$ cat src/rtl/svf_coef_sequencer.sv
// Coefficient sequencer for the 8-bit state-variable filter: sample-rate strobe,
// alpha1 glide toward a programmed cutoff, and alpha2 damping, all updated on strobe edges.
module svf_coef_sequencer #(
    parameter int CLK_DIV      = 15,
    parameter int SLEW_STEP    = 8,
    parameter int RESET_ALPHA1 = 1024,
    parameter int RESET_ALPHA2 = 2
) (
    input  logic        clk,
    input  logic        rst_n,
    input  logic [10:0] cutoff_target,
    input  logic [1:0]  res_target,
    input  logic        coef_load,
    input  logic        glide_en,
    output logic        sample_valid,
    output logic [10:0] alpha1,
    output logic [1:0]  alpha2,
    output logic        busy
);

    localparam logic [15:0] DIV_LAST = 16'(CLK_DIV - 1);
    localparam logic [10:0] STEP     = 11'(SLEW_STEP);
    localparam logic [10:0] A1_RST   = 11'(RESET_ALPHA1);
    localparam logic [1:0]  A2_RST   = 2'(RESET_ALPHA2);

    typedef enum logic {IDLE, GLIDE} state_t;

    state_t      state_q;
    state_t      state_d;
    logic [15:0] presc;
    logic [10:0] tgt_a1;
    logic [1:0]  tgt_a2;
    logic [10:0] alpha1_d;

    // One bounded step toward tgt; lands exactly on tgt when within reach, so no overshoot.
    function automatic logic [10:0] slew_toward(input logic [10:0] cur, input logic [10:0] tgt);
        logic signed [11:0] diff;
        logic        [11:0] mag;
        diff = $signed({1'b0, tgt}) - $signed({1'b0, cur});
        mag  = diff[11] ? $unsigned(-diff) : $unsigned(diff);
        if (mag <= {1'b0, STEP})
            slew_toward = tgt;
        else if (diff[11])
            slew_toward = cur - STEP;
        else
            slew_toward = cur + STEP;
    endfunction

    always_ff @(posedge clk or negedge rst_n) begin
        if (!rst_n) begin
            presc        <= '0;
            sample_valid <= 1'b0;
        end else begin
            sample_valid <= (presc == DIV_LAST);
            presc        <= (presc == DIV_LAST) ? '0 : presc + 16'd1;
        end
    end

    // alpha1 = 0 would freeze the filter, so a zero request is clamped to 1.
    always_ff @(posedge clk or negedge rst_n) begin
        if (!rst_n) begin
            tgt_a1 <= A1_RST;
            tgt_a2 <= A2_RST;
        end else if (coef_load) begin
            tgt_a1 <= (cutoff_target == 11'd0) ? 11'd1 : cutoff_target;
            tgt_a2 <= res_target;
        end
    end

    always_ff @(posedge clk or negedge rst_n) begin
        if (!rst_n) begin
            state_q <= IDLE;
            alpha1  <= A1_RST;
            alpha2  <= A2_RST;
        end else begin
            state_q <= state_d;
            alpha1  <= alpha1_d;
            if (sample_valid)
                alpha2 <= tgt_a2;
        end
    end

    // alpha1 only moves on a strobe edge; a retarget onto the current value ends the glide early.
    always_comb begin
        state_d  = state_q;
        alpha1_d = alpha1;
        case (state_q)
            IDLE: begin
                if (alpha1 != tgt_a1)
                    state_d = GLIDE;
            end
            GLIDE: begin
                if (sample_valid) begin
                    alpha1_d = glide_en ? slew_toward(alpha1, tgt_a1) : tgt_a1;
                    if (alpha1_d == tgt_a1)
                        state_d = IDLE;
                end else if (alpha1 == tgt_a1) begin
                    state_d = IDLE;
                end
            end
            default: state_d = IDLE;
        endcase
    end

    assign busy = (state_q == GLIDE);

endmodule

$ cat config.mk
export PLATFORM = sky130hd
export DESIGN_NAME = svf_coef_sequencer
export DESIGN_NICKNAME = d
export VERILOG_FILES = /design/src/rtl/svf_coef_sequencer.sv
export SDC_FILE = /design/constraint.sdc
export NUM_CORES = 1
export LEC_CHECK = 0
export ABC_AREA = 1
export CAP_MARGIN = 20
export CORE_UTILIZATION = 40
export CTS_CLUSTER_SIZE = 28
export DETAILED_ROUTE_END_ITERATION = 8
export PLACE_DENSITY_LB_ADDON = 0.2
export SLEW_MARGIN = 10
export SYNTH_ARGS = -nofsm -noshare
export SYNTH_HDL_FRONTEND = slang
export SYNTH_SLANG_ARGS = --single-unit
$ cat constraint.sdc
create_clock -name clk -period 4.5 [get_ports clk]
set_input_delay 0.9 -clock clk [delete_from_list [all_inputs] [get_ports clk]]
set_output_delay 0.9 -clock clk [all_outputs]
set_load 0.03 [all_outputs]
==> impl_metrics.yaml <==
placement:
  dpl_cell_area_um2: 3860
  numPortBuffers: 31
  hpwl_um: 6590
  routabilityCongestion: 0.932
  dp_cells: 628
clocking:
  numCtsBuffers: 5
  ctsResizeCount: 0
  post_cts_buffers: 0
  clk_pin_slew_ns: 0.09
  cts_buffer_depth: 2
  cts_tree: "yes"
  postCtsHoldBufs: 0
  htreeDepth: 2
  clk-insertion-delay-late_ns: 0.30
  root_buffer: "clkbuf_8"
  cts.sinks: 44
worst_setup_path:
  timing.critical_path.required_ns: 4.69
  arrival_ns: 4.27
  start_kind: "register"
  rrSetupSlack_ns: 0.41
  critPathKind: "register to register"
  cp-end-kind: "register"
  worstPathMaxFanout: 9
layout:
  mostFrequentLayoutCells: "nand2_1, inv_1, dfrtp_1"
  stdcell_area_um2: 4000
  fin_util: 0.480
  n_antenna_cell: 0
  nets: 570
  drive_gt1_frac: 0.0639
  finalNonFillerCells: 637
  areaGrowthSynthToFinish_pct: 14.1
  mostFrequentLayoutCell: "nand2_1"
pwr:
  p_total_uw: 2590
  power_density_nw_per_um2: 647
  leakagePower_uw: 0.00208
  ir_drop_mv: 0.271
timing:
  tightest_slew_ns: 0.880
  setup_viol: 0
  maxSlewHeadroom: 0.409
  post-route-min-period_ns: 4.09
  finalHoldViolCount: 0
  fmax_mhz: 245
  finalCritPeriodShare: 0.908
  timing.setup.tns_ns: 0
  rsz0062_at_grt: "no"
  finalClockSkew_ns: 0.00675
  slew_violations: 0
global_route:
  grt-ovfl-total: 0
  grt_usage: 0.198
  grt_max_degree: 45
  grt_pass1_vias: 2992
  antenna_found_initial: 0
  grt_pass1_wl_um: 14100
floorplan:
  io_pins: 32
  initial_core_util: 0.420
  core_area_um2: 8340
  die_h_um: 95.6
  rows: 33
  die_area_um2: 9140
  die_w_um: 95.6
route:
  viasPerCell: 5.10
  drc: 0
  wl_um: 8290
  wl_per_cell_um: 13.0
  antenna_left: 0
  vias: 3251
  drt-initial-drc-count: 266
  first_pass_iters: 5
synthesis:
  ys_types: 42
  synth_edf_count: 0
  seq_area_frac_synth: 0.315
  ys.flop_type: "dfrtp_1"
  syn-cell-area_um2: 3510
  yosys_warnings: 0
  syn_inst: 504
  synth_fp_nets: 543
  async_reset_ff_frac: 1.00
  synth-seq-cells: 44
  synth.avg_cell_area_um2: 6.96
run_status:
  outcome: "finished, final reports clean"
job:
  cap_violations: 0
worst_hold_path:
  hp-class: "input pin to async pin"
## synth_stat cells (2+ instances only)
cell type	count	area, µm²
nand2_1	133	499
inv_1	83	312
dfrtp_1	40	1000
nor2_1	37	139
nand3_1	30	150
nand4_1	29	181
o21ai_0	24	120
ha_1	20	250
a21oi_1	15	75.1
o21ai_1	14	70.1
xor2_1	11	96.3
clkbuf_1	6	22.5
nand2_2	5	31.3
nor3_1	5	25.0
nor4_1	5	31.3
buf_6	4	45.0
dfstp_2	4	105
xnor2_1	4	35.0
nand3b_1	3	22.5
nor2_4	3	33.8
a31oi_1	2	12.5
buf_2	2	10.0
fa_1	2	40.0
inv_2	2	7.51
nand3_2	2	20.0
nor3b_1	2	15.0
o21bai_1	2	15.0
## area by class of cell
cell class,count,area [µm²]
multi-input combinational,361,1990
tap,105,131
fill,868,4340
clock buffer,5,68.8
timing repair buffer,33,333
sequential,44,1110
inverter,86,323
clock inverter,3,46.3
## worst max-delay path, stage by stage, from the launching register on
cell and delay (ns):
dfrtp_1 0.49, inv_1 0.07, ha_1 0.38, nand2_1 0.10, nand2_1 0.07, nand2_1 0.06, nand2_1 0.07, nand2_1 0.06
nand2_1 0.06, nor2_1 0.58, ha_1 0.42, a21o_1 0.20, a31oi_1 0.21, inv_1 0.07, a21oi_1 0.16, o21bai_1 0.09
xnor2_1 0.29, inv_1 0.08, nand4_1 0.09, nand2_1 0.07, nor2_1 0.10, nand3_1 0.07, nor2_1 0.11, nor2_1 0.05
## metal layers
layer | vias up | routed length (µm) | GRT usage
li1 | 1681 | - | -
met1 | 1487 | 4250 | 0.293
met2 | 77 | 3590 | 0.314
met3 | 6 | 382 | 0.0231
met4 | 0 | 65 | 0.0336
met5 | - | 0 | 0
## where the power goes
group / total [µW] / switching, µW / internal (µW)
clock network: 317 / 149 / 167
logic: 1760 / 1120 / 642
registers: 515 / 66.1 / 449
total: 2590 / 1330 / 1260
## registers in the layout, summed over array words and instances, names as in the netlist
signal and flops:
alpha1 11, alpha2 2, busy 1, presc 16, sample_valid 1, tgt_a1 11
tgt_a2 2
## logic make-up after synthesis
kind of cell,after synthesis,share of synthesized area
multiplexers,1,0.00286
adder cells (fa/ha/maj),22,0.0828
XOR/XNOR,16,0.0421
AO/OA/AOI/OAI,62,0.0974
buffers and inverters,99,0.116
flip-flops,44,0.315
AND/OR/NAND/NOR,260,0.343
## per-stage QoR
stage | hold slack, ns | setup WS [ns]
after floorplan | 0.446 | 1.06
after global placement | 0.467 | 0.597
after detailed placement | 0.466 | 0.521
after CTS | 0.484 | 0.478
after global routing | 0.457 | 0.0956
final | 0.444 | 0.414
## final timing paths
kind,startpoint,endpoint,depth (start not counted)
hold / removal,rst_n,alpha1[5],1
setup / recovery,alpha1[4],busy,23
setup reg to reg,alpha1[4],busy,23
min in group clk,presc[15],presc[15],1
max in group asynchronous,rst_n,tgt_a1[10],2
hold reg to reg,presc[15],presc[15],1
Power figures use the tool's default switching activity.
==> edit 1 (same settings) <==
Put one more register stage on the output `alpha1`, without a reset. The value now appears one clock later. The other outputs are not delayed to match.
--- a/src/rtl/svf_coef_sequencer.sv
+++ b/src/rtl/svf_coef_sequencer.sv
@@ -26,2 +26,4 @@
     typedef enum logic {IDLE, GLIDE} state_t;
+
+    logic [10:0] alpha1_s0;
 
@@ -72,3 +74,3 @@
             state_q <= IDLE;
-            alpha1  <= A1_RST;
+            alpha1_s0 <= A1_RST;
             alpha2  <= A2_RST;
@@ -76,3 +78,3 @@
             state_q <= state_d;
-            alpha1  <= alpha1_d;
+            alpha1_s0 <= alpha1_d;
             if (sample_valid)
@@ -85,6 +87,6 @@
         state_d  = state_q;
-        alpha1_d = alpha1;
+        alpha1_d = alpha1_s0;
         case (state_q)
             IDLE: begin
-                if (alpha1 != tgt_a1)
+                if (alpha1_s0 != tgt_a1)
                     state_d = GLIDE;
@@ -93,6 +95,6 @@
                 if (sample_valid) begin
-                    alpha1_d = glide_en ? slew_toward(alpha1, tgt_a1) : tgt_a1;
+                    alpha1_d = glide_en ? slew_toward(alpha1_s0, tgt_a1) : tgt_a1;
                     if (alpha1_d == tgt_a1)
                         state_d = IDLE;
-                end else if (alpha1 == tgt_a1) begin
+                end else if (alpha1_s0 == tgt_a1) begin
                     state_d = IDLE;
@@ -106,2 +108,6 @@
 
+    always_ff @(posedge clk) begin
+        alpha1 <= alpha1_s0;
+    end
+
 endmodule
Behaviour: same outputs for any inputs over 10 cycles, from zero or initial values and one cycle with rst_n low; that may be too few to reach the edited logic, so the function may still have changed.
==> edit 1 against the original RTL <==
The flow now finishes with violations (DRC). Worst setup slack better by 480 ps. Largest cell class unchanged. Global-route usage is 0.74 points lower. Critical path depth stayed put. Cell count is 0.78% higher. Synthesized area is 5.2% higher. Core utilization is 0.45 points lower. Total power is 1.8% higher. Wire length is 1.5% higher. Critical endpoint unchanged. Sequential cell count is 11 higher. Cell area is 4.6% higher.
==> edit 1: results (changes against the original RTL) <==
Critical path
  – Crit-path slowest cell: ha_1
  – CP arrival: 3810 ps (-460 ps)
  – Crit Path Max Fanout: 20 (+11)
  – CP peak stage delay: 430 ps (-150 ps)

Drt
  – Via count: 3229 (-0.68%)
  – Drt pass-1 iters: 6 (+1)
  – DR iter-0 viols: 136 (-49%)
  – DRC: 1 (+1)
  – DR WL/cell: 13.1 um (+0.69%)

Power and ir drop
  – Peak VDD IR: 0.000271 V (+0.20%)
  – Lkg Pwr: 2.11 nW (+1.3%)

Synthesis
  – Main synth FF type: dfrtp_1
  – Asr flop ratio synth: 0.800 (-0.200)
  – Commonest cells in the netlist: nand2_1, inv_1, dfrtp_1, nor2_1, o21ai_0
  – Sequential fraction of the synthesis area: 0.360 (+0.0442)
  – Synth Net Count: 544 (+0.18%)
  – Synth warn: 0 (unchanged)
  – Top cells by area, synth: dfrtp_1, nand2_1, inv_1, ha_1, dfxtp_1
  – Post-synth cell types: 38 (-9.5%)

Timing
  – Skew final: 7.45 ps (+0.700 ps)
  – Worst relative slew slack: 0.472 (+0.0628)

GRT
  – Antenna violations before repair: 0 (unchanged)
  – Vias in the first global route: 3037 (+1.5%)
  – Largest net degree at the start of global routing: 45 (unchanged)
  – Global-route usage over all layers: 0.191 (-0.00736)
  – First-pass GRT wire length: 14700 um (+4.1%)

Placed design
  – Port Buf Inserts: 31 (unchanged)
  – Place WS: 938 ps (+417 ps)
  – Dpl hpwl: 6520 um (-1.1%)
  – GPL Wtd Cong: 0.966 (+3.6%)

Final layout
  – Antenna diodes: 0 (unchanged)
  – Fin nets: 572 (+0.35%)
  – Max reg flops: 16 (unchanged)
  – Layout cells sized above 1: 0.0674 (+0.00351)
  – Filler Cell Count: 868 (unchanged)
  – Register bank with the most flops: presc

Clock network
  – Clock Root Buffer: clkbuf_8
  – Clock buffer depth: 2 (unchanged)
  – Clock slew at reported path FFs: 100 ps
  – Num CTS Buffers: 5 (unchanged)
  – Cts repair resizes: 0 (unchanged)
  – Clk_lat worst skew: around 310 ps
  – Post-CTS setup buffers: 0 (unchanged)
  – H-tree Lvls: 2 (unchanged)

Run status
  – Run status: complete, but fails checks
  – Failing checks: DRC

Worst hold path
  – Hold WC Path Type: reg -> reg
-- edit 1: layout make-up --
cell class,instances,area share
Multi-Input combinational cell,353,0.469
Sequential cell,55,0.317
Timing Repair Buffer,34,0.0783
Inverter,84,0.0754
Tap cell,108,0.0323
Clock buffer,6,0.0197
Clock inverter,2,0.00837
-- edit 1: worst max-delay path, delay by kind of cell (launching register included) --
family	cells	cell delay (ps)
AND/OR/NAND/NOR	11	870
adder cells (fa/ha/maj)	2	740
AO/OA/AOI/OAI	5	700
buffers and inverters	4	540
flip-flops	1	420
XOR/XNOR	1	230
-- edit 1: cell families (layout without fill, tap and decap cells) --
group | Yosys count | after routing | share of synthesized area
and+or+nand+nor | 250 | 250 | 0.315
xor gates and xnor gates | 14 | 14 | 0.0333
adders and majority gates | 22 | 22 | 0.0787
DFF | 55 | 55 | 0.360
AOI/OAI and AO/OA | 66 | 66 | 0.103
muxes | 1 | 1 | 0.00271
buffers and inverters | 97 | 126 | 0.108
-- edit 1: per-stage QoR --
stage	area [sq um]	power, mW	util	hold WS (ps)	instances
2_1_floorplan	3690	1.90	-	373	505
3_3_place_gp	4070	2.26	0.462	403	634
3_5_place_dp	4070	2.28	0.462	414	634
4_1_cts	4180	2.65	0.475	435	642
5_1_grt	4180	2.92	0.475	441	642
6_report	4180	2.63	0.475	430	642
-- edit 1: worst paths after layout --
kind                              startpoint      endpoint  cells past startpoint
worst max register to register  alpha1_s0[2]          busy                     23
worst min register to register  alpha1_s0[8]     alpha1[8]                      0
worst max-delay path            alpha1_s0[2]          busy                     23
min in group asynchronous              rst_n  alpha1_s0[8]                      2
max in group asynchronous              rst_n    tgt_a1[10]                      2
worst min-delay path            alpha1_s0[8]     alpha1[8]                      0
-- edit 1: per-layer routing --
layer,share of wire,track usage,wire length (um)
met5,0,0,0
met4,0.012,0.0513,98
met3,0.041,0.0272,349
met2,0.42,0.288,3530
met1,0.53,0.284,4430
-- edit 1: power by group --
group / leakage [nW] / switching (mW) / internal, mW
Combinational: 1.41 / 1.04 / 0.601
Sequential: 0.637 / 0.0657 / 0.583
Clock: 0.0612 / 0.168 / 0.180
Total: 2.11 / 1.27 / 1.36
==> edit 2 (same settings) <==
Without the edit above. `CLK_DIV`: 15 -> 7.
--- a/src/rtl/svf_coef_sequencer.sv
+++ b/src/rtl/svf_coef_sequencer.sv
@@ -3,3 +3,3 @@
 module svf_coef_sequencer #(
-    parameter int CLK_DIV      = 15,
+    parameter int CLK_DIV      = 7,
     parameter int SLEW_STEP    = 8,
Function: changed (Yosys sat finds a counterexample within 10 cycles, from zero or initial values and one cycle with rst_n low).
==> edit 2 against the original RTL <==
Worst setup slack better by 440 ps. Sequential cell count stayed put. Global-route usage is 0.92 points higher. Synthesized area is 3.0% lower. Cell area is 1.9% lower. First-iteration DRC count is 17% lower. Total power is 0.31% lower. Wire length is 1.8% higher.
==> edit 2: results (changes against the original RTL) <==
Drt
  – DR WL/cell: 13.6 um (+4.4%)
  – Via count: 3223 (-0.86%)
  – DR iter-0 viols: 222 (-17%)
  – Drt pass-1 iters: 4 (-1)

Final layout
  – Fin nets: 554 (-2.8%)
  – Antenna diodes: 0 (unchanged)
  – Top flop regs: presc (16), alpha1 (11), tgt_a1 (11)
  – Non-filler cells, final: 621 (-2.5%)
  – Register bank with the most flops: presc
  – Layout cells sized above 1: 0.0659 (+0.00198)

Synthesis
  – Asr flop ratio synth: 1.00 (unchanged)
  – Synth Net Count: 525 (-3.3%)
  – Post-synth cell types: 35 (-17%)
  – Sequential fraction of the synthesis area: 0.325 (+0.00963)
  – Top cells by area, synth: dfrtp_1, nand2_1, inv_1, ha_1, nand4_1
  – Cells after Synth: 486 (-3.6%)
  – Synth warn: 0 (unchanged)
  – Commonest cells in the netlist: nand2_1, inv_1, nor2_1, dfrtp_1, o21ai_0

Run status
  – Run status: finished, final reports clean

Placed design
  – Dpl hpwl: 6720 um (+2.0%)
  – Post-placement cell count: 612 (-2.5%)
  – Port Buf Inserts: 31 (unchanged)
  – Place WS: 880 ps (+359 ps)
  – GPL Wtd Cong: 0.925 (-0.82%)

GRT
  – Global Route met2 Usage: 0.319 (+0.00515)
  – Global-route usage over all layers: 0.207 (+0.00922)
  – Global routing usage on met3: 0.0324 (+0.00924)
  – GR Layer Usage met1: 0.300 (+0.00734)
  – First-pass GRT wire length: 14400 um (+1.7%)
  – Antenna violations before repair: 0 (unchanged)
  – Vias in the first global route: 3033 (+1.4%)
  – Largest net degree at the start of global routing: 45 (unchanged)

Clock network
  – Cts repair resizes: 0 (unchanged)
  – Post-CTS setup buffers: 0 (unchanged)
  – Clk_lat worst skew: 300 ps (about the same)
  – Clock slew at reported path FFs: about 80 ps
  – Num CTS Buffers: 5 (unchanged)
  – Clock buffer depth: 2 (unchanged)
  – H-tree Lvls: 2 (unchanged)
  – Clock Root Buffer: clkbuf_8

Power and ir drop
  – Peak VDD IR: 0.000235 V (-13%)
  – Lkg Pwr: 2.02 nW (-2.7%)

Critical path
  – CP peak stage delay: 560 ps (-20 ps)
  – Crit-path leading delay family: simple AND/OR/NAND/NOR gates
  – Crit path from: alpha1[10]
  – Number of cells on the worst reg-to-reg path: 21 (-8.7%)
  – Crit Path Max Fanout: 16 (+7)
  – CP arrival: 3830 ps (-440 ps)
  – Crit-path slowest cell: dfstp_2

Timing
  – Worst Tran Pin Value: 828 ps (-51.6 ps)
  – Skew final: 9.42 ps (+2.67 ps)

Worst hold path
  – Hold WC Path Type: in -> async
==> edit 2: logic make-up after synthesis <==
family	count (synthesis)	synth area share
adder cells (fa/ha/maj)	22	0.0853
XOR/XNOR	14	0.0360
AND/OR/NAND/NOR	242	0.326
multiplexers	1	0.00294
buffers and inverters	94	0.111
AO/OA/AOI/OAI	69	0.114
flip-flops	44	0.325
==> edit 2: area by class of cell <==
cell class	count	area, sq um
fill	829	4290
multi-input combinational	348	1920
sequential	44	1110
timing repair buffer	33	333
inverter	83	312
tap	105	131
clock buffer	6	82.6
clock inverter	2	38.8
==> edit 2: where the power goes <==
part	leakage, nW	total, mW	internal [mW]	switching (mW)
logic	1.42	1.75	0.628	1.12
clock network	0.0614	0.319	0.182	0.138
registers	0.545	0.514	0.456	0.0570
total	2.02	2.58	1.27	1.31
==> edit 2: per-layer routing <==
metal  vias up  wire (um)
li1       1651          -
met1      1485       4220
met2        78       3650
met3         9        444
met4         0        124
met5         -          0
==> edit 2: stage by stage <==
| step | hold slack (ps) | instance area (sq um) |
|---|---|---|
| after CTS | 478 | 3900 |
| after detailed placement | 470 | 3780 |
| after floorplan | 446 | 3400 |
| after global placement | 463 | 3780 |
| after global routing | 443 | 3920 |
| final | 435 | 3920 |
==> edit 2: path summary, 6_finish.rpt <==
path / end / slack, ps
setup / recovery: busy / 850
hold / removal: presc[13] / 430
setup reg to reg: busy / 850
hold reg to reg: alpha2[1] / 470
max in group asynchronous: tgt_a2[1] / 3560
min in group clk: alpha2[1] / 470
